===== src/rtl/graf_pkg.sv =====
// Shared constants and types for the graffiti drawing pipeline.
package graf_pkg;

  localparam int H_RES   = 640;
  localparam int V_RES   = 480;
  localparam int COORD_W = 10;
  localparam int ERR_W   = 12;

  typedef enum logic [1:0] {
    IDLE,
    SETUP,
    STEP,
    FINISH
  } li_state_t;

endpackage


===== src/rtl/abs_diff_sign.sv =====
// Magnitude of a-b plus a flag that b lies above a,
// i.e. walking from b to a must decrement.
import graf_pkg::*;

module abs_diff_sign (
  input  logic [COORD_W-1:0] a,
  input  logic [COORD_W-1:0] b,
  output logic [COORD_W-1:0] mag,
  output logic               neg
);

  assign neg = a < b;
  assign mag = neg ? b - a : a - b;

endmodule


===== src/rtl/line_interp.sv =====
// Bresenham walker: joins the previous frame's pen point to the
// current one and streams every pixel on the segment.
import graf_pkg::*;

module line_interp #(
  parameter int H_RES    = graf_pkg::H_RES,
  parameter int V_RES    = graf_pkg::V_RES,
  parameter int MAX_JUMP = 128
) (
  input  logic               clk,
  input  logic               reset,
  input  logic               start,
  input  logic [COORD_W-1:0] cam_x,
  input  logic [COORD_W-1:0] cam_y,
  input  logic               cam_valid,
  output logic [COORD_W-1:0] pix_x,
  output logic [COORD_W-1:0] pix_y,
  output logic               pix_valid,
  input  logic               pix_ready,
  output logic               busy,
  output logic               done,
  output logic               dropped
);

  localparam logic [COORD_W-1:0] X_MAX = COORD_W'(H_RES - 1);
  localparam logic [COORD_W-1:0] Y_MAX = COORD_W'(V_RES - 1);

  li_state_t state, state_n;

  logic [COORD_W-1:0] end_x, end_y;
  logic [COORD_W-1:0] prev_x, prev_y;
  logic [COORD_W-1:0] cur_x, cur_y;
  logic               prev_valid;
  logic               single;
  logic               x_dec, y_dec;
  logic signed [ERR_W-1:0] dx, dy, err;

  logic [COORD_W-1:0] adx, ady;
  logic               ndx, ndy;
  logic               jump;
  logic               last;
  logic               step_x, step_y;
  logic signed [ERR_W:0]   e2, dx_w, dy_w;
  logic signed [ERR_W-1:0] err_n;

  abs_diff_sign u_dx (
    .a   (end_x),
    .b   (prev_x),
    .mag (adx),
    .neg (ndx)
  );

  abs_diff_sign u_dy (
    .a   (end_y),
    .b   (prev_y),
    .mag (ady),
    .neg (ndy)
  );

  assign jump = !prev_valid
             || (int'(adx) > MAX_JUMP)
             || (int'(ady) > MAX_JUMP);

  assign last = single || (cur_x == end_x && cur_y == end_y);

  assign e2     = {err, 1'b0};
  assign dx_w   = {dx[ERR_W-1], dx};
  assign dy_w   = {dy[ERR_W-1], dy};
  assign step_x = e2 >= dy_w;
  assign step_y = e2 <= dx_w;
  assign err_n  = err
                + (step_x ? dy : '0)
                + (step_y ? dx : '0);

  assign pix_valid = state == STEP;
  assign busy      = state != IDLE;
  assign pix_x     = cur_x;
  assign pix_y     = cur_y;

  always_ff @(posedge clk) begin
    if (reset) state <= IDLE;
    else       state <= state_n;
  end

  always_comb begin
    state_n = state;
    unique case (state)
      IDLE:   if (start && cam_valid) state_n = SETUP;
      SETUP:  state_n = STEP;
      STEP:   if (pix_ready && last) state_n = FINISH;
      FINISH: state_n = IDLE;
      default: state_n = IDLE;
    endcase
  end

  always_ff @(posedge clk) begin
    if (reset) begin
      end_x      <= '0;
      end_y      <= '0;
      prev_x     <= '0;
      prev_y     <= '0;
      cur_x      <= '0;
      cur_y      <= '0;
      prev_valid <= 1'b0;
      single     <= 1'b0;
      x_dec      <= 1'b0;
      y_dec      <= 1'b0;
      dx         <= '0;
      dy         <= '0;
      err        <= '0;
      done       <= 1'b0;
      dropped    <= 1'b0;
    end else begin
      done    <= 1'b0;
      dropped <= start && state != IDLE;
      unique case (state)
        IDLE: if (start) begin
          end_x <= (cam_x > X_MAX) ? X_MAX : cam_x;
          end_y <= (cam_y > Y_MAX) ? Y_MAX : cam_y;
          if (!cam_valid) begin
            prev_valid <= 1'b0;
            done       <= 1'b1;
          end
        end
        SETUP: begin
          single <= jump;
          cur_x  <= jump ? end_x : prev_x;
          cur_y  <= jump ? end_y : prev_y;
          x_dec  <= ndx;
          y_dec  <= ndy;
          dx     <= ERR_W'(adx);
          dy     <= -ERR_W'(ady);
          err    <= ERR_W'(adx) - ERR_W'(ady);
        end
        STEP: if (pix_ready) begin
          if (last) begin
            done <= 1'b1;
          end else begin
            err <= err_n;
            if (step_x) cur_x <= x_dec ? cur_x - 1'b1 : cur_x + 1'b1;
            if (step_y) cur_y <= y_dec ? cur_y - 1'b1 : cur_y + 1'b1;
          end
        end
        FINISH: begin
          prev_x     <= end_x;
          prev_y     <= end_y;
          prev_valid <= 1'b1;
        end
        default: ;
      endcase
    end
  end

endmodule


===== config.mk =====
export PLATFORM = sky130hd
export DESIGN_NAME = line_interp
export DESIGN_NICKNAME = d
export VERILOG_FILES = /design/src/rtl/graf_pkg.sv /design/src/rtl/abs_diff_sign.sv /design/src/rtl/line_interp.sv
export SDC_FILE = /design/constraint.sdc
export NUM_CORES = 1
export LEC_CHECK = 0
export BUFFER_PORTS_ARGS = -buffer_cell sky130_fd_sc_hd__buf_4
export CELL_PAD_IN_SITES_DETAIL_PLACEMENT = 1
export CELL_PAD_IN_SITES_GLOBAL_PLACEMENT = 2
export CORE_ASPECT_RATIO = 0.75
export CORE_MARGIN = 4
export CORE_UTILIZATION = 38
export CTS_CLUSTER_DIAMETER = 50
export DETAILED_ROUTE_END_ITERATION = 7
export PLACE_DENSITY = 0.8
export SYNTH_ARGS = -nofsm -noshare
export SYNTH_HDL_FRONTEND = slang
export SYNTH_SLANG_ARGS = --single-unit

===== constraint.sdc =====
create_clock -name clk -period 6.6 [get_ports clk]
set_input_delay 0 -clock clk [delete_from_list [all_inputs] [get_ports clk]]
set_output_delay 0 -clock clk [all_outputs]
set_load 0.02 [all_outputs]

==> results of run 1 <==
-- synthesized netlist by cell type, types with 3 or more instances --
library cell / instances / area share, %
buf_6: 4 / 0.52
ha_1: 101 / 15
a21oi_1: 50 / 2.9
o21bai_1: 5 / 0.44
a311oi_1: 4 / 0.41
a21boi_0: 7 / 0.61
and2_1: 20 / 1.5
mux2_2: 7 / 0.91
a22oi_1: 6 / 0.52
a211oi_1: 25 / 2.2
clkinv_1: 3 / 0.13
nor4_1: 5 / 0.36
o32ai_1: 4 / 0.41
o221a_2: 13 / 1.7
nand2_1: 48 / 2.1
nor3b_1: 3 / 0.26
nand4_1: 9 / 0.65
o21a_1: 7 / 0.61
nand3_1: 10 / 0.58
nor2b_1: 12 / 0.87
and3_1: 13 / 0.94
clkbuf_1: 31 / 1.3
xor2_1: 28 / 2.8
xnor2_1: 40 / 4.1
inv_1: 108 / 4.7
a221oi_1: 5 / 0.51
buf_2: 3 / 0.17
dfxtp_1: 102 / 24
a21o_1: 25 / 2.2
nor2_1: 96 / 4.2
o22ai_1: 7 / 0.51
or3_1: 5 / 0.36
a31oi_1: 19 / 1.4
o21ai_1: 7 / 0.41
o21ai_0: 49 / 2.8
fa_1: 18 / 4.2
nand2b_1: 8 / 0.58
buf_1: 7 / 0.30
o221ai_1: 3 / 0.30
mux2i_1: 62 / 7.2
nor3_1: 14 / 0.81
-- cells by family (layout without fill, tap and decap cells) --
group,count (synthesis),after routing,share of synthesized area (%)
AO/OA/AOI/OAI,258,258,20.5
XOR/XNOR,69,69,7.10
adder cells (fa/ha/maj),119,119,18.8
buffers and inverters,157,203,7.27
flip-flops,102,102,23.7
multiplexers,70,70,8.25
AND/OR/NAND/NOR,255,255,14.4
-- layer usage --
metal | GRT usage (%) | vias to the layer above | part of all wire (%)
met1 | 35.2 | 3727 | 55
met5 | 0 | - | 0
met2 | 31.8 | 110 | 41
met3 | 3.73 | 10 | 3.4
met4 | 2.25 | 0 | 0.42
li1 | - | 3701 | -
-- worst max path at each step --
stage	slack [ns]	cells after the start	end	start
finish	1.39	19	err[11]	end_y[7]
global route	0.78	19	err[11]	end_y[7]
CTS	1.40	21	err[11]	err[9]
detailed placement	1.41	21	err[11]	err[9]
global placement	1.53	19	err[11]	end_y[7]
floorplan	2.02	21	err[11]	dy[10]
-- timing repair --
item                                    CTS  global route
endpoints found under the setup margin    0             0
hold endpoints to repair                 26             0
hold buffers                             18             0
setup buffers                             0             0
-- area by class of cell --
type                    count  area [um^2]  area share (%)
well taps                 294          368            3.80
multi-input cells         771         5960            61.4
clock inverters             6         62.6           0.645
inverters                 111          417            4.30
repair buffers             77          623            6.43
clock buffers               9          225            2.32
flip-flops and latches    102         2040            21.1
-- state kept, by name, summed over array words and instances (netlist names), 2 cells and up --
register and flops:
dy 12, err 12, dx 10, end_x 10, end_y 10, pix_x 10, pix_y 10, prev_x 10
prev_y 10, state 2
-- critical path: stages, from the launching register on --
cell	delay, ns
dfxtp_1	0.50
inv_1	0.14
ha_1	0.47
a21oi_1	0.10
o21ai_0	0.38
o21bai_1	0.18
buf_4	0.25
mux2i_1	0.64
inv_1	0.15
fa_1	0.46
nor2b_1	0.13
o21ai_0	0.11
a21boi_0	0.24
o21ai_0	0.15
a21boi_0	0.28
o21ai_0	0.15
a21boi_0	0.25
o21ai_0	0.13
nand4_1	0.17
o311ai_0	0.19
-- report_power, final --
group          switching, mW  total, mW  internal, mW
clock                  0.261      0.554         0.293
combinational           1.98       3.34          1.36
sequential             0.224      0.992         0.768
==> metrics.yaml, run 1 <==
placement:
  port_buffers: 48
  dp.cells: 1337
  placed_area_mm2: 0.00923
  place_congestion: 0.853
  dp_slack_ns: 1.41
  dp_hpwl_um: 21700
critical_path:
  critPathMaxFanout: 10
  rrSetupSlack_ns: 1.39
  start_kind: "register"
  cp-end-kind: "register"
  rr_endpoint: "err[11]"
  critPathKind: "reg -> reg"
  r2r_cells: 19
  r2r_start: "end_y[7]"
  crit_arrival_ns: 5.42
  required_ns: 6.80
grt:
  first_global_vias: 7623
  antenna_found_initial: 0
  grtUsageTotal_pct: 22.0
  grt_pass1_wl_um: 44200
  grt_max_degree: 71
  gr-total-overflow: 0
drt:
  wire_per_inst_um: 20.2
  drc: 0
  route.vias.total: 7548
  routed_via_density: 5.51
  firstDrtPassIters: 4
  postRouteAntennaNets: 0
  wl_um: 27700
  drtIter0Drc: 419
timing:
  finClkSkew_ns: 0.00639
  layout_setup_ws_ns: 1.39
  setup-violations-final: 0
  slew_violations: 0
  rsz0062_at_grt: "no"
  worst_pin_slew_ns: 1.05
  clock.fmax_mhz: 192
  layout_min_cycle_time_ns: 5.21
  maxSlewHeadroom_pct: 29.6
  whs_ns: 0.0176
  hold_viol: 0
  finalCritPeriodShare_pct: 79.0
  fin_tns_setup_ns: 0
floorplan:
  rows: 47
  core-area_mm2: 0.0222
  fp.dieW_um: 182
  dieHeight_um: 138
  initial_core_util_pct: 38.9
  dieArea_mm2: 0.0252
  io_pins: 49
synth:
  ys_types: 70
  synth_edf_count: 0
  async_flop_share_pct: 0
  synth_area_mm2: 0.00862
  synth_cells: 1030
  yosysWarnings: 0
  synth_nets: 1174
  synth-seq-cells: 102
  synthFlopType: "dfxtp_1"
  seq_area_frac_synth_pct: 23.7
  synth.avg_cell_area_um2: 8.37
flow_run:
  maxCapViolations: 0
power_and_ir_drop:
  vdd_drop_max_mv: 0.181
  power_mw: 4.88
  p_leak_nw: 4.28
  power_per_cell_area_mw_per_mm2: 504
final_layout:
  area_growth_pct: 12.5
  final_cell_mix: "inv_1, dfxtp_1, ha_1"
  layout-drive-gt1-share_pct: 9.85
  utilization_pct: 43.7
  diodes: 0
  final_common_cell: "inv_1"
  final-instance-count-excl-fill: 1370
  nNetsFinal: 1216
  n_fill_cell: 2616
  final_cell_area_mm2: 0.00969
cts:
  clock_sinks: 102
  clk_latency_ns: 0.36
  h-tree-depth: 3
  post_cts_resized: 0
  cts_root_buf: "clkbuf_16"
  clockBufferDepth: 2
  cts_tree: "done"
  cts_buffers: 9
  path_clk_slew_ns: 0.07
hold_path:
  hold-path-endpoint: "end_y[6]"
  hold_path.startpoint: "cam_y[6]"
  hold_depth: 3
  hold_path_class: "in -> reg"
status:
  status: "finished clean"
No activity file was read; power rests on OpenSTA's default activity.
==> inputs of run 2 (changes only) <==
==> constraint.sdc (replaced) <==
create_clock -name clk -period 4.9 [get_ports clk]
set_input_delay 0 -clock clk [delete_from_list [all_inputs] [get_ports clk]]
set_output_delay 0 -clock clk [all_outputs]
set_load 0.02 [all_outputs]
==> run 2 against run 1 <==
Against the previous run: largest power group unchanged; register-to-register slack worse by 1.1 ns; critical path depth up 3; via count up 3.1%; critical path type unchanged; maximum frequency up 12%; design area up 4.3%; count of clock-buffer cells in the layout up 3; die area unchanged; non-clock buffer count up 47; worst hold slack better by 0.0015 ns; cell count up 3.5%.
==> metrics.yaml, run 2 (synthesis gave the netlist of run 1 again) <==
drt:
  routed_via_density: 5.49  # -0.42%
  wire_per_inst_um: 20.0  # -0.96%
  firstDrtPassIters: 5  # +1
  drc: 0  # unchanged
  postRouteAntennaNets: 0  # unchanged
  route.vias.total: 7780  # +3.1%
  drtIter0Drc: 424  # +1.2%
  wl_um: 28400  # +2.5%
cts:
  cts_buffers: 9  # unchanged
  path_clk_slew_ns: 0.08  # about the same
  cts_root_buf: "clkbuf_16"
  clock_sinks: 102  # unchanged
  h-tree-depth: 3  # unchanged
  cts_tree: "done"
  clockBufferDepth: 2  # unchanged
  clk_latency_ns: 0.37  # about the same
grt:
  gr-total-overflow: 0  # unchanged
  first_global_vias: 7720  # +1.3%
  grt_max_degree: 79  # +11%
  grt_pass1_wl_um: 44200  # about the same
  antenna_found_initial: 1  # +1
  grtUsageTotal_pct: 22.2  # +0.14 points
placement:
  dp.cells: 1379  # +3.1%
  place_congestion: 0.868  # +1.8%
  port_buffers: 48  # unchanged
  dp_hpwl_um: 22100  # +1.8%
timing:
  finClkSkew_ns: 0.00930  # +0.00291 ns
  finalCritPeriodShare_pct: 95.1  # +16 points
  whs_ns: 0.0191  # +0.00146 ns
  layout_min_cycle_time_ns: 4.66  # -0.556 ns
  maxSlewHeadroom_pct: 37.8  # +8.2 points
  hold_viol: 0  # unchanged
  rsz0062_at_grt: "yes"
  slew_violations: 0  # unchanged
  setup-violations-final: 0  # unchanged
  worst_pin_slew_ns: 0.934  # -0.116 ns
  clock.fmax_mhz: 215  # +12%
critical_path:
  critPathMaxFanout: 5  # -5
  crit_arrival_ns: 4.92  # -0.50 ns
  startpoint: "dy[1]"
  r2r_start: "dy[1]"
  cp-end-kind: "register"
  critPathKind: "reg -> reg"
  start_kind: "register"
  required_ns: 5.16  # -1.64 ns
final_layout:
  nNetsFinal: 1263  # +3.9%
  reg_top3: "dy x12, err x12"
  seq_area_mm2: 0.00205  # +0.18%
  area_growth_pct: 17.2
  n_fill_cell: 2659  # +1.6%
  final-instance-count-excl-fill: 1418  # +3.5%
  final_cell_mix: "inv_1, buf_4, dfxtp_1"
  final_common_cell: "inv_1"
  multiInputGateArea_mm2: 0.00600  # +0.76%
  diodes: 0  # unchanged
  layout-drive-gt1-share_pct: 14.5  # +4.7 points
  utilization_pct: 45.6  # +1.9 points
flow_run:
  maxCapViolations: 0  # unchanged
power_and_ir_drop:
  p_leak_nw: 4.52  # +5.5%
  power_per_cell_area_mw_per_mm2: 686  # +36%
  vdd_drop_max_mv: 0.282  # +56%
floorplan:
  io_pins: 49  # unchanged
  fp.dieW_um: 182  # unchanged
  dieArea_mm2: 0.0252  # unchanged
  core-area_mm2: 0.0222  # unchanged
  rows: 47  # unchanged
  dieHeight_um: 138  # unchanged
  initial_core_util_pct: 38.9  # unchanged
hold_path:
  hold_path_class: "in -> reg"
  hold_path.startpoint: "cam_y[9]"
status:
  status: "finished clean"
-- run 2: through the flow --
step	cell area (um^2)	setup TNS, ns	setup WS [ns]	total power [mW]
floorplan	8620	0	0.324	4.46
global placement	9540	0	0.0620	5.94
detailed placement	9540	-0.0619	-0.0619	6.04
CTS	10000	0	0.0230	6.86
global route	10100	-0.100	-0.100	7.54
finish	10100	0	0.242	6.94
-- run 2: layer usage --
metal  GRT usage, %  wire, um
met3           4.02      1420
met1           34.0     14700
met2           32.8     11900
met5              0         0
met4           3.71       323
-- run 2: final timing paths --
path / endpoint / slack [ns] / cells after the start
worst max register to register: err[11] / 0.24 / 22
worst min-delay path: end_y[6] / 0.02 / 3
worst min register to register: dx[7] / 0.52 / 2
worst max-delay path: err[11] / 0.24 / 22
-- run 2: where the power goes --
part / leakage [nW] / internal, mW / switching (mW)
Combinational: 3.54 / 2.08 / 2.82
Sequential: 0.835 / 1.04 / 0.244
Clock: 0.145 / 0.381 / 0.374
Total: 4.52 / 3.50 / 3.43
-- run 2: area by class of cell --
class / instances / area share [%]
clock inverters: 4 / 0.371
inverters: 111 / 4.12
well taps: 294 / 3.64
multi-input cells: 771 / 59.4
repair buffers: 124 / 9.71
flip-flops and latches: 102 / 20.2
clock buffers: 12 / 2.54
-- run 2: what timing repair did --
item,CTS,global route
hold endpoints to repair,20,0
hold buffers,20,0
setup endpoints to repair,1,5
gates resized for setup,2,20
pin swaps,0,13
setup buffers,0,3
-- run 2: worst max-delay path, cell delays in order (launching register included) --
cell	delay, ns
dfxtp_2	0.33
inv_1	0.04
ha_1	0.27
nor2b_1	0.13
o21a_1	0.17
o21a_1	0.17
o211ai_1	0.27
a31oi_4	0.16
and2_4	0.18
fa_1	0.50
ha_2	0.17
inv_1	0.05
fa_2	0.34
nor2b_2	0.13
o21ai_1	0.10
a21boi_1	0.18
o21ai_1	0.11
a21boi_1	0.19
o21a_1	0.18
o211ai_1	0.12
nand3_1	0.08
or4b_2	0.57
o311ai_0	0.10
==> inputs of run 3 (changes only) <==
--- a/config.mk
+++ b/config.mk
@@ -9,7 +9,7 @@
 export CELL_PAD_IN_SITES_DETAIL_PLACEMENT = 1
 export CELL_PAD_IN_SITES_GLOBAL_PLACEMENT = 2
 export CORE_ASPECT_RATIO = 0.75
-export CORE_MARGIN = 4
+export CORE_MARGIN = 2
 export CORE_UTILIZATION = 38
 export CTS_CLUSTER_DIAMETER = 50
 export DETAILED_ROUTE_END_ITERATION = 7
==> run 3 against run 2 <==
Against the previous run: sequential share of layout area grew 0.058 points; die area shrank 5.0%; design area shrank 0.28%; sequential power is essentially flat; clock skew shrank 0.0013 ns; routed wire length shrank 0.47%; count of clock-buffer cells in the layout shrank 3; cell count shrank 0.49%; flip-flop and latch count is the same; non-clock buffer count shrank 7; setup slack gained 0.058 ns; critical path type unchanged; critical endpoint unchanged.
==> metrics.yaml, run 3 (synthesis gave the netlist of run 1 again) <==
placement:
  placed_area_mm2: 0.00951  # -0.31%
  port_buffers: 48  # unchanged
  place_congestion: 0.836  # -3.7%
  dp_slack_ns: -0.0649  # -0.00294 ns
  dp_hpwl_um: 22100  # -0.33%
floorplan:
  core-area_mm2: 0.0222  # unchanged
  initial_core_util_pct: 38.9  # unchanged
  dieArea_mm2: 0.0239  # -5.0%
  rows: 47  # unchanged
  io_pins: 49  # unchanged
  fp.dieW_um: 178  # -2.2%
  dieHeight_um: 134  # -2.9%
hold_path:
  hold_path_class: "in -> reg"
timing:
  rsz0062_at_grt: "yes"
  hold_viol: 0  # unchanged
  finalCritPeriodShare_pct: 93.9  # -1.2 points
  worst_pin_slew_ns: 0.936  # +0.00295 ns
  layout_setup_ws_ns: 0.300  # +0.0580 ns
  maxSlewHeadroom_pct: 37.6  # -0.20 points
  layout_min_cycle_time_ns: 4.60  # -0.0580 ns
  setup-violations-final: 0  # unchanged
  finClkSkew_ns: 0.00801  # -0.00129 ns
  whs_ns: 0.0283  # +0.00924 ns
  clock.fmax_mhz: 217  # +1.3%
  slew_violations: 0  # unchanged
drt:
  met1_length_um: 14900  # +1.0%
  drc: 0  # unchanged
  drtIter0Drc: 495  # +17%
  wl_um: 28300  # -0.47%
  routed_via_density: 5.49  # about the same
  postRouteAntennaNets: 0  # unchanged
  wl_met3_um: 1130  # -21%
  firstDrtPassIters: 6  # +1
  wire_per_inst_um: 20.0  # about the same
  wl_met2_um: 12000  # +0.54%
  route.vias.total: 7749  # -0.40%
  dr.max_layer_used: "met4"
cts:
  clk_latency_ns: 0.37  # about the same
  h-tree-depth: 3  # unchanged
  cts_tree: "done"
  post_cts_buffers: 0  # unchanged
  cts_root_buf: "clkbuf_16"
  clock_sinks: 102  # unchanged
  clockBufferDepth: 2  # unchanged
  path_clk_slew_ns: 0.08  # about the same
  cts_buffers: 9  # unchanged
final_layout:
  diodes: 0  # unchanged
  area_growth_pct: 16.9
  final_common_cell: "inv_1"
  final_cell_area_mm2: 0.0101  # -0.28%
  utilization_pct: 45.5  # -0.13 points
  nNetsFinal: 1256  # -0.55%
  reg_top3: "dy x12, err x12"
  layout-drive-gt1-share_pct: 14.1  # -0.36 points
  final_cell_mix: "inv_1, ha_1, dfxtp_1"
critical_path:
  start_kind: "register"
  cp-end-kind: "register"
  critPathKind: "reg -> reg"
  required_ns: 5.16  # about the same
  critPathMaxFanout: 5  # unchanged
  crit_arrival_ns: 4.86  # -0.06 ns
grt:
  antenna_found_initial: 1  # unchanged
  first_global_vias: 7863  # +1.9%
  grt_pass1_wl_um: 44800  # +1.3%
  grtUsageTotal_pct: 24.5  # +2.3 points
  grt_max_degree: 79  # unchanged
  gr-total-overflow: 0  # unchanged
power_and_ir_drop:
  p_leak_nw: 4.50  # -0.44%
  vdd_drop_max_mv: 0.285  # +0.89%
  power_per_cell_area_mw_per_mm2: 689  # +0.44%
flow_run:
  maxCapViolations: 0  # unchanged
status:
  status: "finished clean"
-- run 3: area by class of cell --
class	count	area, um^2
Fill cell	2635	12100
Inverter	111	417
Timing Repair Buffer	117	928
Clock buffer	9	225
Sequential cell	102	2050
Clock inverter	7	90.1
Tap cell	294	368
Multi-Input combinational cell	771	6000
-- run 3: through the flow --
| step | instances | TNS, ns | power [mW] |
|---|---|---|---|
| global route | 1411 | -0.0651 | 7.55 |
| floorplan | 1030 | 0 | 4.46 |
| finish | 1411 | 0 | 6.95 |
| global placement | 1375 | 0 | 5.92 |
| CTS | 1411 | 0 | 6.89 |
| detailed placement | 1375 | -0.0649 | 6.03 |
-- run 3: metal layers --
metal	vias up	GRT usage (%)
met4	0	4.42
met3	19	4.00
met2	136	36.8
li1	3791	-
met1	3803	36.8
met5	-	0
-- run 3: worst paths after layout --
check | from | end | depth (start not counted) | slack (ns)
min | cam_y[9] | end_y[6] | 3 | 0.03
max | dy[10] | err[11] | 21 | 0.30
max reg2reg | dy[10] | err[11] | 21 | 0.30
min reg2reg | dy[6] | dy[6] | 2 | 0.51
-- run 3: repair_timing --
action,CTS,global route
pin swaps,0,4
setup endpoints to repair,1,5
cloned,0,0
resized for setup,2,18
endpoints found under the hold margin,21,0
hold buffers,20,0
-- run 3: worst max-delay path, stage by stage (launching register included) --
cell      delay [ns]
dfxtp_1         0.33
inv_1           0.05
ha_1            0.31
a21o_1          0.20
a211oi_2        0.27
and4b_1         0.24
a31oi_2         0.13
and2_1          0.19
fa_1            0.51
ha_1            0.16
inv_1           0.06
fa_1            0.39
nor2b_2         0.15
o21ai_2         0.08
a21boi_2        0.14
o21ai_1         0.09
a21boi_1        0.19
o21a_1          0.16
o211ai_1        0.10
nand3_1         0.08
or4b_2          0.57
o311ai_0        0.10
-- run 3: where the power goes --
part           internal [mW]  switching (mW)  leakage [nW]
Clock                  0.411           0.392         0.158
Combinational           2.05            2.81          3.50
Sequential              1.04           0.247         0.835
